$ cat config.mk
export PLATFORM = sky130hd
export DESIGN_NAME = regfile_write_arbiter_flat
export DESIGN_NICKNAME = d
export VERILOG_FILES = /design/src/rtl/regfile_write_arbiter_if.sv /design/src/rtl/regfile_write_arbiter.sv /design/src/flat_wrapper.sv
export SDC_FILE = /design/constraint.sdc
export NUM_CORES = 1
export LEC_CHECK = 0
export ABC_AREA = 1
export CORE_ASPECT_RATIO = 1.4
export CORE_UTILIZATION = 30
export DETAILED_ROUTE_END_ITERATION = 12
export RECOVER_POWER = 100
export SETUP_SLACK_MARGIN = 0.15
export SYNTH_ARGS = -nofsm -noshare
export SYNTH_HDL_FRONTEND = slang
export SYNTH_SLANG_ARGS = --single-unit
$ cat constraint.sdc
create_clock -name clock_i -period 2.7 [get_ports clock_i]
set_clock_uncertainty 0.05 [all_clocks]
set_input_delay 0.54 -clock clock_i [delete_from_list [all_inputs] [get_ports clock_i]]
set_output_delay 0.54 -clock clock_i [all_outputs]
set_load 0.005 [all_outputs]
$ cat src/rtl/regfile_write_arbiter_if.sv
// Writeback bus between the EX/MEM stages, the register file write port and decode hazard lookup.
// The slave modport is the arbiter side; the master modport is the pipeline/bench side.
interface regfile_write_arbiter_if #(
  parameter int QUEUE_DEPTH = 4,
  parameter int DATA_WIDTH  = 32,
  parameter int ADDR_WIDTH  = 5
);
  localparam int CNT_W = $clog2(QUEUE_DEPTH) + 1;

  logic                  ex_valid;
  logic                  ex_ready;
  logic [ADDR_WIDTH-1:0] ex_addr;
  logic [DATA_WIDTH-1:0] ex_data;
  logic                  mem_valid;
  logic                  mem_ready;
  logic [ADDR_WIDTH-1:0] mem_addr;
  logic [DATA_WIDTH-1:0] mem_data;
  logic                  wb_we;
  logic [ADDR_WIDTH-1:0] wb_addr;
  logic [DATA_WIDTH-1:0] wb_data;
  logic [ADDR_WIDTH-1:0] rs_query;
  logic [ADDR_WIDTH-1:0] rt_query;
  logic                  rs_busy;
  logic                  rt_busy;
  logic [CNT_W-1:0]      queue_count;

  modport master (
    output ex_valid, ex_addr, ex_data, mem_valid, mem_addr, mem_data, rs_query, rt_query,
    input  ex_ready, mem_ready, wb_we, wb_addr, wb_data, rs_busy, rt_busy, queue_count
  );

  modport slave (
    input  ex_valid, ex_addr, ex_data, mem_valid, mem_addr, mem_data, rs_query, rt_query,
    output ex_ready, mem_ready, wb_we, wb_addr, wb_data, rs_busy, rt_busy, queue_count
  );
endinterface

$ cat src/rtl/regfile_write_arbiter.sv
// Shares the register file write port between buffered EX results and unbuffered MEM returns,
// with a pending-write scoreboard for decode. REGFILE_ARB_ZERO_FILTER_EN drops writes to register 0.
module regfile_write_arbiter #(
  parameter int QUEUE_DEPTH  = 4,
  parameter int STARVE_LIMIT = 3,
  parameter int DATA_WIDTH   = 32,
  parameter int ADDR_WIDTH   = 5
) (
  input logic                   clock_i,
  input logic                   reset_i,
  regfile_write_arbiter_if.slave bus
);
  localparam int PTR_W = $clog2(QUEUE_DEPTH);
  localparam int CNT_W = PTR_W + 1;
  localparam int STV_W = $clog2(STARVE_LIMIT + 1);

`ifdef REGFILE_ARB_ZERO_FILTER_EN
  localparam bit ZERO_FILTER = 1'b1;
`else
  localparam bit ZERO_FILTER = 1'b0;
`endif

  logic [ADDR_WIDTH-1:0] fifo_addr_q [QUEUE_DEPTH];
  logic [DATA_WIDTH-1:0] fifo_data_q [QUEUE_DEPTH];
  logic [PTR_W-1:0]      rd_ptr_q, rd_ptr_d, wr_ptr_q, wr_ptr_d;
  logic [CNT_W-1:0]      count_q, count_d;
  logic [STV_W-1:0]      starve_q, starve_d;
  logic                  wb_we_q, wb_we_d;
  logic [ADDR_WIDTH-1:0] wb_addr_q, wb_addr_d;
  logic [DATA_WIDTH-1:0] wb_data_q, wb_data_d;

  logic empty, full, force_fifo;
  logic enq, mem_issue, fifo_issue;
  logic rs_hit, rt_hit;
  logic [PTR_W-1:0] offset;

  assign empty      = (count_q == '0);
  assign full       = (count_q == CNT_W'(QUEUE_DEPTH));
  assign force_fifo = (starve_q == STV_W'(STARVE_LIMIT)) && !empty;

  assign bus.ex_ready    = !reset_i && !full;
  assign bus.mem_ready   = !reset_i && !force_fifo;
  assign bus.wb_we       = wb_we_q;
  assign bus.wb_addr     = wb_addr_q;
  assign bus.wb_data     = wb_data_q;
  assign bus.queue_count = count_q;

  // Filtered register-0 requests still handshake but leave the write slot free for the FIFO.
  assign enq        = bus.ex_valid && bus.ex_ready && !(ZERO_FILTER && bus.ex_addr == '0);
  assign mem_issue  = bus.mem_valid && bus.mem_ready && !(ZERO_FILTER && bus.mem_addr == '0);
  assign fifo_issue = !reset_i && !empty && !mem_issue;

  always_comb begin
    rd_ptr_d  = rd_ptr_q;
    wr_ptr_d  = wr_ptr_q;
    count_d   = count_q;
    wb_we_d   = mem_issue || fifo_issue;
    wb_addr_d = wb_addr_q;
    wb_data_d = wb_data_q;
    starve_d  = '0;
    if (enq) wr_ptr_d = wr_ptr_q + PTR_W'(1);
    if (fifo_issue) rd_ptr_d = rd_ptr_q + PTR_W'(1);
    if (enq && !fifo_issue) count_d = count_q + CNT_W'(1);
    else if (!enq && fifo_issue) count_d = count_q - CNT_W'(1);
    if (mem_issue) begin
      wb_addr_d = bus.mem_addr;
      wb_data_d = bus.mem_data;
      if (!empty && starve_q != STV_W'(STARVE_LIMIT)) starve_d = starve_q + STV_W'(1);
      else if (!empty) starve_d = starve_q;
    end else if (fifo_issue) begin
      wb_addr_d = fifo_addr_q[rd_ptr_q];
      wb_data_d = fifo_data_q[rd_ptr_q];
    end
  end

  always_ff @(posedge clock_i or posedge reset_i) begin
    if (reset_i) begin
      rd_ptr_q  <= '0;
      wr_ptr_q  <= '0;
      count_q   <= '0;
      starve_q  <= '0;
      wb_we_q   <= 1'b0;
      wb_addr_q <= '0;
      wb_data_q <= '0;
    end else begin
      rd_ptr_q  <= rd_ptr_d;
      wr_ptr_q  <= wr_ptr_d;
      count_q   <= count_d;
      starve_q  <= starve_d;
      wb_we_q   <= wb_we_d;
      wb_addr_q <= wb_addr_d;
      wb_data_q <= wb_data_d;
    end
  end

  always_ff @(posedge clock_i) begin
    if (enq) begin
      fifo_addr_q[wr_ptr_q] <= bus.ex_addr;
      fifo_data_q[wr_ptr_q] <= bus.ex_data;
    end
  end

  // An entry is live when its distance from the read pointer is below the occupancy.
  always_comb begin
    rs_hit = 1'b0;
    rt_hit = 1'b0;
    offset = '0;
    for (int i = 0; i < QUEUE_DEPTH; i++) begin
      offset = PTR_W'(i) - rd_ptr_q;
      if ({1'b0, offset} < count_q) begin
        if (fifo_addr_q[i] == bus.rs_query) rs_hit = 1'b1;
        if (fifo_addr_q[i] == bus.rt_query) rt_hit = 1'b1;
      end
    end
  end

  assign bus.rs_busy = !(ZERO_FILTER && bus.rs_query == '0) &&
                       (rs_hit || (wb_we_q && wb_addr_q == bus.rs_query) ||
                        (bus.mem_valid && bus.mem_addr == bus.rs_query));
  assign bus.rt_busy = !(ZERO_FILTER && bus.rt_query == '0) &&
                       (rt_hit || (wb_we_q && wb_addr_q == bus.rt_query) ||
                        (bus.mem_valid && bus.mem_addr == bus.rt_query));
endmodule

$ cat src/flat_wrapper.sv
// flat-port wrapper written by rule: the top's interface ports become plain ports
module regfile_write_arbiter_flat 
#(
  parameter int QUEUE_DEPTH  = 4,
  parameter int STARVE_LIMIT = 3,
  parameter int DATA_WIDTH   = 32,
  parameter int ADDR_WIDTH   = 5
)
  (clock_i, reset_i, bus_ex_valid, bus_ex_addr, bus_ex_data, bus_mem_valid, bus_mem_addr, bus_mem_data, bus_rs_query, bus_rt_query, bus_ex_ready, bus_mem_ready, bus_wb_we, bus_wb_addr, bus_wb_data, bus_rs_busy, bus_rt_busy, bus_queue_count);
  regfile_write_arbiter_if #(.QUEUE_DEPTH(QUEUE_DEPTH), .DATA_WIDTH(DATA_WIDTH), .ADDR_WIDTH(ADDR_WIDTH)) bus_i ();
  input logic clock_i;
  input logic reset_i;
  input wire logic [$bits(bus_i.ex_valid)-1:0] bus_ex_valid;
  input wire logic [$bits(bus_i.ex_addr)-1:0] bus_ex_addr;
  input wire logic [$bits(bus_i.ex_data)-1:0] bus_ex_data;
  input wire logic [$bits(bus_i.mem_valid)-1:0] bus_mem_valid;
  input wire logic [$bits(bus_i.mem_addr)-1:0] bus_mem_addr;
  input wire logic [$bits(bus_i.mem_data)-1:0] bus_mem_data;
  input wire logic [$bits(bus_i.rs_query)-1:0] bus_rs_query;
  input wire logic [$bits(bus_i.rt_query)-1:0] bus_rt_query;
  output wire logic [$bits(bus_i.ex_ready)-1:0] bus_ex_ready;
  output wire logic [$bits(bus_i.mem_ready)-1:0] bus_mem_ready;
  output wire logic [$bits(bus_i.wb_we)-1:0] bus_wb_we;
  output wire logic [$bits(bus_i.wb_addr)-1:0] bus_wb_addr;
  output wire logic [$bits(bus_i.wb_data)-1:0] bus_wb_data;
  output wire logic [$bits(bus_i.rs_busy)-1:0] bus_rs_busy;
  output wire logic [$bits(bus_i.rt_busy)-1:0] bus_rt_busy;
  output wire logic [$bits(bus_i.queue_count)-1:0] bus_queue_count;
  assign bus_i.ex_valid = bus_ex_valid;
  assign bus_i.ex_addr = bus_ex_addr;
  assign bus_i.ex_data = bus_ex_data;
  assign bus_i.mem_valid = bus_mem_valid;
  assign bus_i.mem_addr = bus_mem_addr;
  assign bus_i.mem_data = bus_mem_data;
  assign bus_i.rs_query = bus_rs_query;
  assign bus_i.rt_query = bus_rt_query;
  assign bus_ex_ready = bus_i.ex_ready;
  assign bus_mem_ready = bus_i.mem_ready;
  assign bus_wb_we = bus_i.wb_we;
  assign bus_wb_addr = bus_i.wb_addr;
  assign bus_wb_data = bus_i.wb_data;
  assign bus_rs_busy = bus_i.rs_busy;
  assign bus_rt_busy = bus_i.rt_busy;
  assign bus_queue_count = bus_i.queue_count;
  regfile_write_arbiter #(.QUEUE_DEPTH(QUEUE_DEPTH), .STARVE_LIMIT(STARVE_LIMIT), .DATA_WIDTH(DATA_WIDTH), .ADDR_WIDTH(ADDR_WIDTH)) u_core (.clock_i(clock_i), .reset_i(reset_i), .bus(bus_i));
endmodule
# == After elaboration in Yosys (flattened, before gate mapping) ==
# Memories as Yosys holds them, arrays and structs flattened.
# Index checks and enable logic that the tools add are counted.
# totals
reg_bits,47
inputBits,88
out_inout_bits,45
mem_bits_rw,148
memories,2
rom_bits,0
latchBits,0
elab_cells,94
# op_classes
div,0
multipliers,0
n_reduce_logical,29
n_eq_ne,16
shift,0
n_addsub,9
n_bitwise,0
mux,27
n_lt_le_gt_ge,4
# mem_list
memory,words,word_bits,read_ports,rd_clocked_by_memory_dff,write_ports,line_no,rtl
u_core.fifo_data_q,4,32,1,0,1,regfile_write_arbiter.sv:24,logic [DATA_WIDTH-1:0] fifo_data_q [QUEUE_DEPTH];
u_core.fifo_addr_q,4,5,5,0,1,regfile_write_arbiter.sv:23,logic [ADDR_WIDTH-1:0] fifo_addr_q [QUEUE_DEPTH];
# ops
cell,count
32-bit 2-to-1 mux,2
5-bit == test,12
1-bit 2-to-1 mux,18
1-bit logical AND,14
2-bit by 3-bit less-than comparator with 1-bit output,4
5-bit 2-to-1 mux,2
1-bit logical NOT,7
"2-bit by 1-bit adder with 2-bit output, second input constant",3
2-bit 2-to-1 mux,3
3-bit 2-to-1 mux,2
1-bit logical OR,5
2-bit nonzero test,2
"1-bit by 2-bit subtractor with 2-bit output, first input constant",2
"2-bit subtractor, first input constant",2
"3-bit by 1-bit adder with 3-bit output, second input constant",1
"3-bit == test, second input constant",1
3-bit logical NOT,1
"3-bit by 2-bit != test with 1-bit output, second input constant",1
"3-bit by 1-bit subtractor with 3-bit output, second input constant",1
"2-bit == test, second input constant",1
"2-bit != test, second input constant",1

# == Depth between registers and ports, before layout ==
# depth
word_depth,11
depth_mapped,14

# == Worst setup path before layout ==
# No wires, ideal clock.
# synth_path
path_type,register to register
start,register u_core.count_q[1] (netlist: u_core.bus.queue_count[1])
end,"memory u_core.fifo_addr_q[0][0], enable pin"
path_stages_with_launch,5
slack_ps,-308
t_arrival_ps,2526
n_path_buf,0
path_cell_list,dfrtp_1 -> inv_1 -> a31oi_1 -> nand2_1 -> nor2_1
# synth_via
elab_chain_len,6
# synth_rtl
item,line_no,rtl
from (decl),regfile_write_arbiter.sv:26,"logic [CNT_W-1:0] count_q, count_d;"
from (signal assigned),regfile_write_arbiter.sv:88,count_q <= count_d;
3-bit == test,regfile_write_arbiter.sv:38,assign full = (count_q == CNT_W'(QUEUE_DEPTH));
1-bit logical NOT,regfile_write_arbiter.sv:41,assign bus.ex_ready = !reset_i && !full;
1-bit logical AND,regfile_write_arbiter.sv:41,
net bus_ex_ready,flat_wrapper.sv:21,output wire logic [$bits(bus_i.ex_ready)-1:0] bus_ex_ready;
1-bit logical AND,regfile_write_arbiter.sv:49,assign enq = bus.ex_valid && bus.ex_ready && !(ZERO_FILTER && bus.ex_addr == '0);
1-bit 2-to-1 mux,regfile_write_arbiter.sv:97,if (enq) begin
1-bit 2-to-1 mux (implied by the code),regfile_write_arbiter.sv:98,fifo_addr_q[wr_ptr_q] <= bus.ex_addr;
to (decl),regfile_write_arbiter.sv:23,
# The timed path passes the listed nets, and every way through them passes these cells.

# == Worst setup path after layout ==
# layout_path
start,register u_core.rd_ptr_q[1]
end,output bus_rs_busy
# layout_via
elab_chain_len,11
# layout_rtl
item,line_no,rtl
from (decl),regfile_write_arbiter.sv:25,"logic [PTR_W-1:0] rd_ptr_q, rd_ptr_d, wr_ptr_q, wr_ptr_d;"
from (signal assigned),regfile_write_arbiter.sv:86,rd_ptr_q <= rd_ptr_d;
1-bit by 2-bit subtractor with 2-bit output,regfile_write_arbiter.sv:109,offset = PTR_W'(i) - rd_ptr_q;
2-bit by 3-bit less-than comparator with 1-bit output,regfile_write_arbiter.sv:110,"if ({1'b0, offset} < count_q) begin"
1-bit 2-to-1 mux,regfile_write_arbiter.sv:110,
1-bit 2-to-1 mux,regfile_write_arbiter.sv:111,if (fifo_addr_q[i] == bus.rs_query) rs_hit = 1'b1;
1-bit 2-to-1 mux,regfile_write_arbiter.sv:110,
1-bit 2-to-1 mux,regfile_write_arbiter.sv:111,
1-bit 2-to-1 mux,regfile_write_arbiter.sv:110,
1-bit 2-to-1 mux,regfile_write_arbiter.sv:111,
1-bit 2-to-1 mux (*),regfile_write_arbiter.sv:110,
1-bit logical OR (*) (2 in series),regfile_write_arbiter.sv:118,(rs_hit || (wb_we_q && wb_addr_q == bus.rs_query) ||
to (decl),flat_wrapper.sv:26,output wire logic [$bits(bus_i.rs_busy)-1:0] bus_rs_busy;
# Every way passes the cells marked *; elsewhere a longest branch is shown, timed or not.

==> metrics.txt <==
outcome=complete, no violations; NetSw=around 3.4 mW; Main synth FF type=edfxtp_1; Hold WC Path Type=flop to flop; Worst setup EP type=primary output; Seq/Total Area, Yosys=64.9%; Clock power frac=25.3%; final setup fails=0; Synth area leaders=edfxtp_1 51%, dfrtp_1 14%, nand2_1 13%; fmax=383 MHz; syn nets=~910; I/O pins=around 130; number of DRC markers in iteration 0=262; GPL Wtd Cong=0.844; Slew HR=5.12%; global-route wire length before repair=~35000 um; root buffer cell=clkbuf_16; TritonCTS Buffers=17; initial antenna violation count=4; first-pass detailed-route iteration total=4; synth warn=0; die area=29600 um^2; share of layout cells above drive strength 1=11.2%; Lkg Pwr=4.45 nW; #FFs+latches synth=195; clock tree sinks=about 200; Sw Ratio=between 30% and 40%; Total GRT Usage=approximately 16%; via/cell ratio=4.54; Comb pwr share=33.6%; # DRC=0; Worst Path Max Fanout=3; P&R area growth vs syn=29.3%; Routed Antenna Nets=0; final hold vios=0; Post-Syn Instances=810; H-tree depth=4; CP Data Required Time=2110 ps; Worst-Margin Slew=roughly 1400 ps; Sequential Power Share=41.1%; critical setup path kind=flop to primary output; Synth top area share=51.3%; Post-synth ARST share=24.1%; Mapped Avg Cell Area=10.7 um^2; pin count of the biggest net entering global routing=between 40 and 50; worst vdd ir=a little under 500 uV; chip height=about 200 um; final instance area=11200 um^2; Final #Nets=1075; number of flops mapped to enable cells by yosys=148; Synth cell types=30; routed via count=between 6000 and 7000; max-cap violations=0; Die X=approximately 150 um; unrepaired setup endpoints after global routing=true; placed cell area=around 11000 um^2; Internal=6.60 mW; CTS clk-pin slew, worst paths=about 70 ps; CTS tree=done; Starting Density=30.5%; cell with the most instances after synthesis=nand2_1; arrival time worst endpoint=2020 ps; Routed WL=22300 um; remaining global-route overflow=0; Pwr Total=about 10 mW; Syn Std Cell Area=between 8000 and 9000 um^2; core box area=approximately 28000 um^2; Yosys top cell by area=edfxtp_1; clock buffer depth=2; IO Port Bufs=132; Slew Limit Fails=0; FP Rows=73; Skew-Pair Late Insertion Delay=440 ps; WL per Instance=16.4 um; Power Density=893 nW/um^2; Tmin final=2610 ps; Synth top cells by count=300 x nand2_1, 148 x edfxtp_1, 74 x nand3_1; Final Cycle Share=96.6%; vias in the first global route=about 6300; DP Wirelength=14900 um; FILL cells=2747; crit path launch type=flop
area by class of cell:
| class | instances | area [um^2] | share of cell area (%) |
|---|---|---|---|
| clock inverter | 15 | 168 | 1.50 |
| inverter | 51 | 205 | 1.83 |
| antenna | 2 | 5.00 | 0.0447 |
| tap | 375 | 469 | 4.19 |
| timing repair buffer | 179 | 1660 | 14.8 |
| clock buffer | 17 | 425 | 3.80 |
| sequential | 195 | 5620 | 50.2 |
| multi-input combinational | 532 | 2650 | 23.7 |
per-stage QoR:
stage                     instances  util, %  setup slack (ps)  hold slack, ps  TNS (ps)
after global placement         1327     37.4              -224             377      -440
after floorplan                 810        -              -293             365    -43300
after global routing           1365     39.4             -38.2             407     -69.0
after CTS                      1363     39.8              48.0             391         0
final                          1366     39.4              90.5             388         0
after detailed placement       1327     37.4              -235             380      -427
per-layer routing:
layer | global-route usage [%] | part of all wire [%]
met3 | 2.65 | 2.8
met5 | 0 | 0
met4 | 6.39 | 2.1
met2 | 29.4 | 54
met1 | 17.5 | 41
worst paths after layout:
check,start,end,slack (ps),cells after the start
worst max-delay path,u_core.rd_ptr_q[1]$_DFFE_PP0P_,bus_rs_busy,90,9
worst min-delay path,u_core.starve_q[0]$_DFFE_PP0P_,u_core.starve_q[0]$_DFFE_PP0P_,390,1
worst max register to register,u_core.bus.queue_count[1]$_DFFE_PP0P_,u_core.fifo_data_q[3][12]$_DFFE_PP_,280,6
worst min register to register,u_core.starve_q[0]$_DFFE_PP0P_,u_core.starve_q[0]$_DFFE_PP0P_,390,1
max in group asynchronous,reset_i,u_core.rd_ptr_q[1]$_DFFE_PP0P_,430,4
min in group asynchronous,reset_i,u_core.bus.queue_count[2]$_DFFE_PP0P_,1230,4
logic make-up after synthesis:
kind of cell,share of synthesized area [%]
simple gates,21.5
compound gates,3.21
flops,64.9
xor+xnor,3.44
buf+inv,5.30
fa+ha+maj,1.68
state kept, by name, indices dropped and copies added, names as in the netlist:
signal / count
u_core.fifo_addr_q: 20
u_core.starve_q: 2
u_core.bus.wb_data: 32
u_core.fifo_data_q: 128
u_core.bus.wb_we: 1
u_core.bus.wb_addr: 5
u_core.rd_ptr_q: 2
u_core.wr_ptr_q: 2
u_core.bus.queue_count: 3
critical path, cell delays in order (launching register included):
cell     delay, ps
dfrtp_2        440
nand2_1        140
nand2_4         70
ha_1           270
a21oi_1        210
nor2_2          80
nor2_1         110
nor2_1          50
nand3_1         80
buf_2          120
repair_timing:
action	CTS	global route
pin swaps	12	4
hold buffers	0	0
gates resized for setup	23	3
setup buffers	4	1
setup endpoints to repair	2	4
hold endpoints to repair	0	0
power groups by stage:
stage	clock network [mW]	registers [mW]	logic, mW
after global placement	0	4.18	3.38
after global routing	2.71	4.18	3.76
after floorplan	0	4.16	1.84
after detailed placement	0	4.18	3.42
final	2.53	4.12	3.36
after CTS	2.59	4.12	3.57
placed cells by master (no fill, tap or decap), types with 13 or more instances in the layout:
cell / synthesis / layout
nand4_1: 13 / 13
clkdlybuf4s50_1: 0 / 51
nor2_1: 45 / 40
inv_1: 43 / 39
nand2_1: 300 / 298
clkbuf_16: 0 / 17
nand3_1: 74 / 73
dfrtp_1: 47 / 45
buf_4: 6 / 31
edfxtp_1: 148 / 148
xnor2_1: 26 / 26
a22oi_1: 25 / 25
dlygate4sd3_1: 0 / 79
No activity file was read; power rests on OpenSTA's default activity.
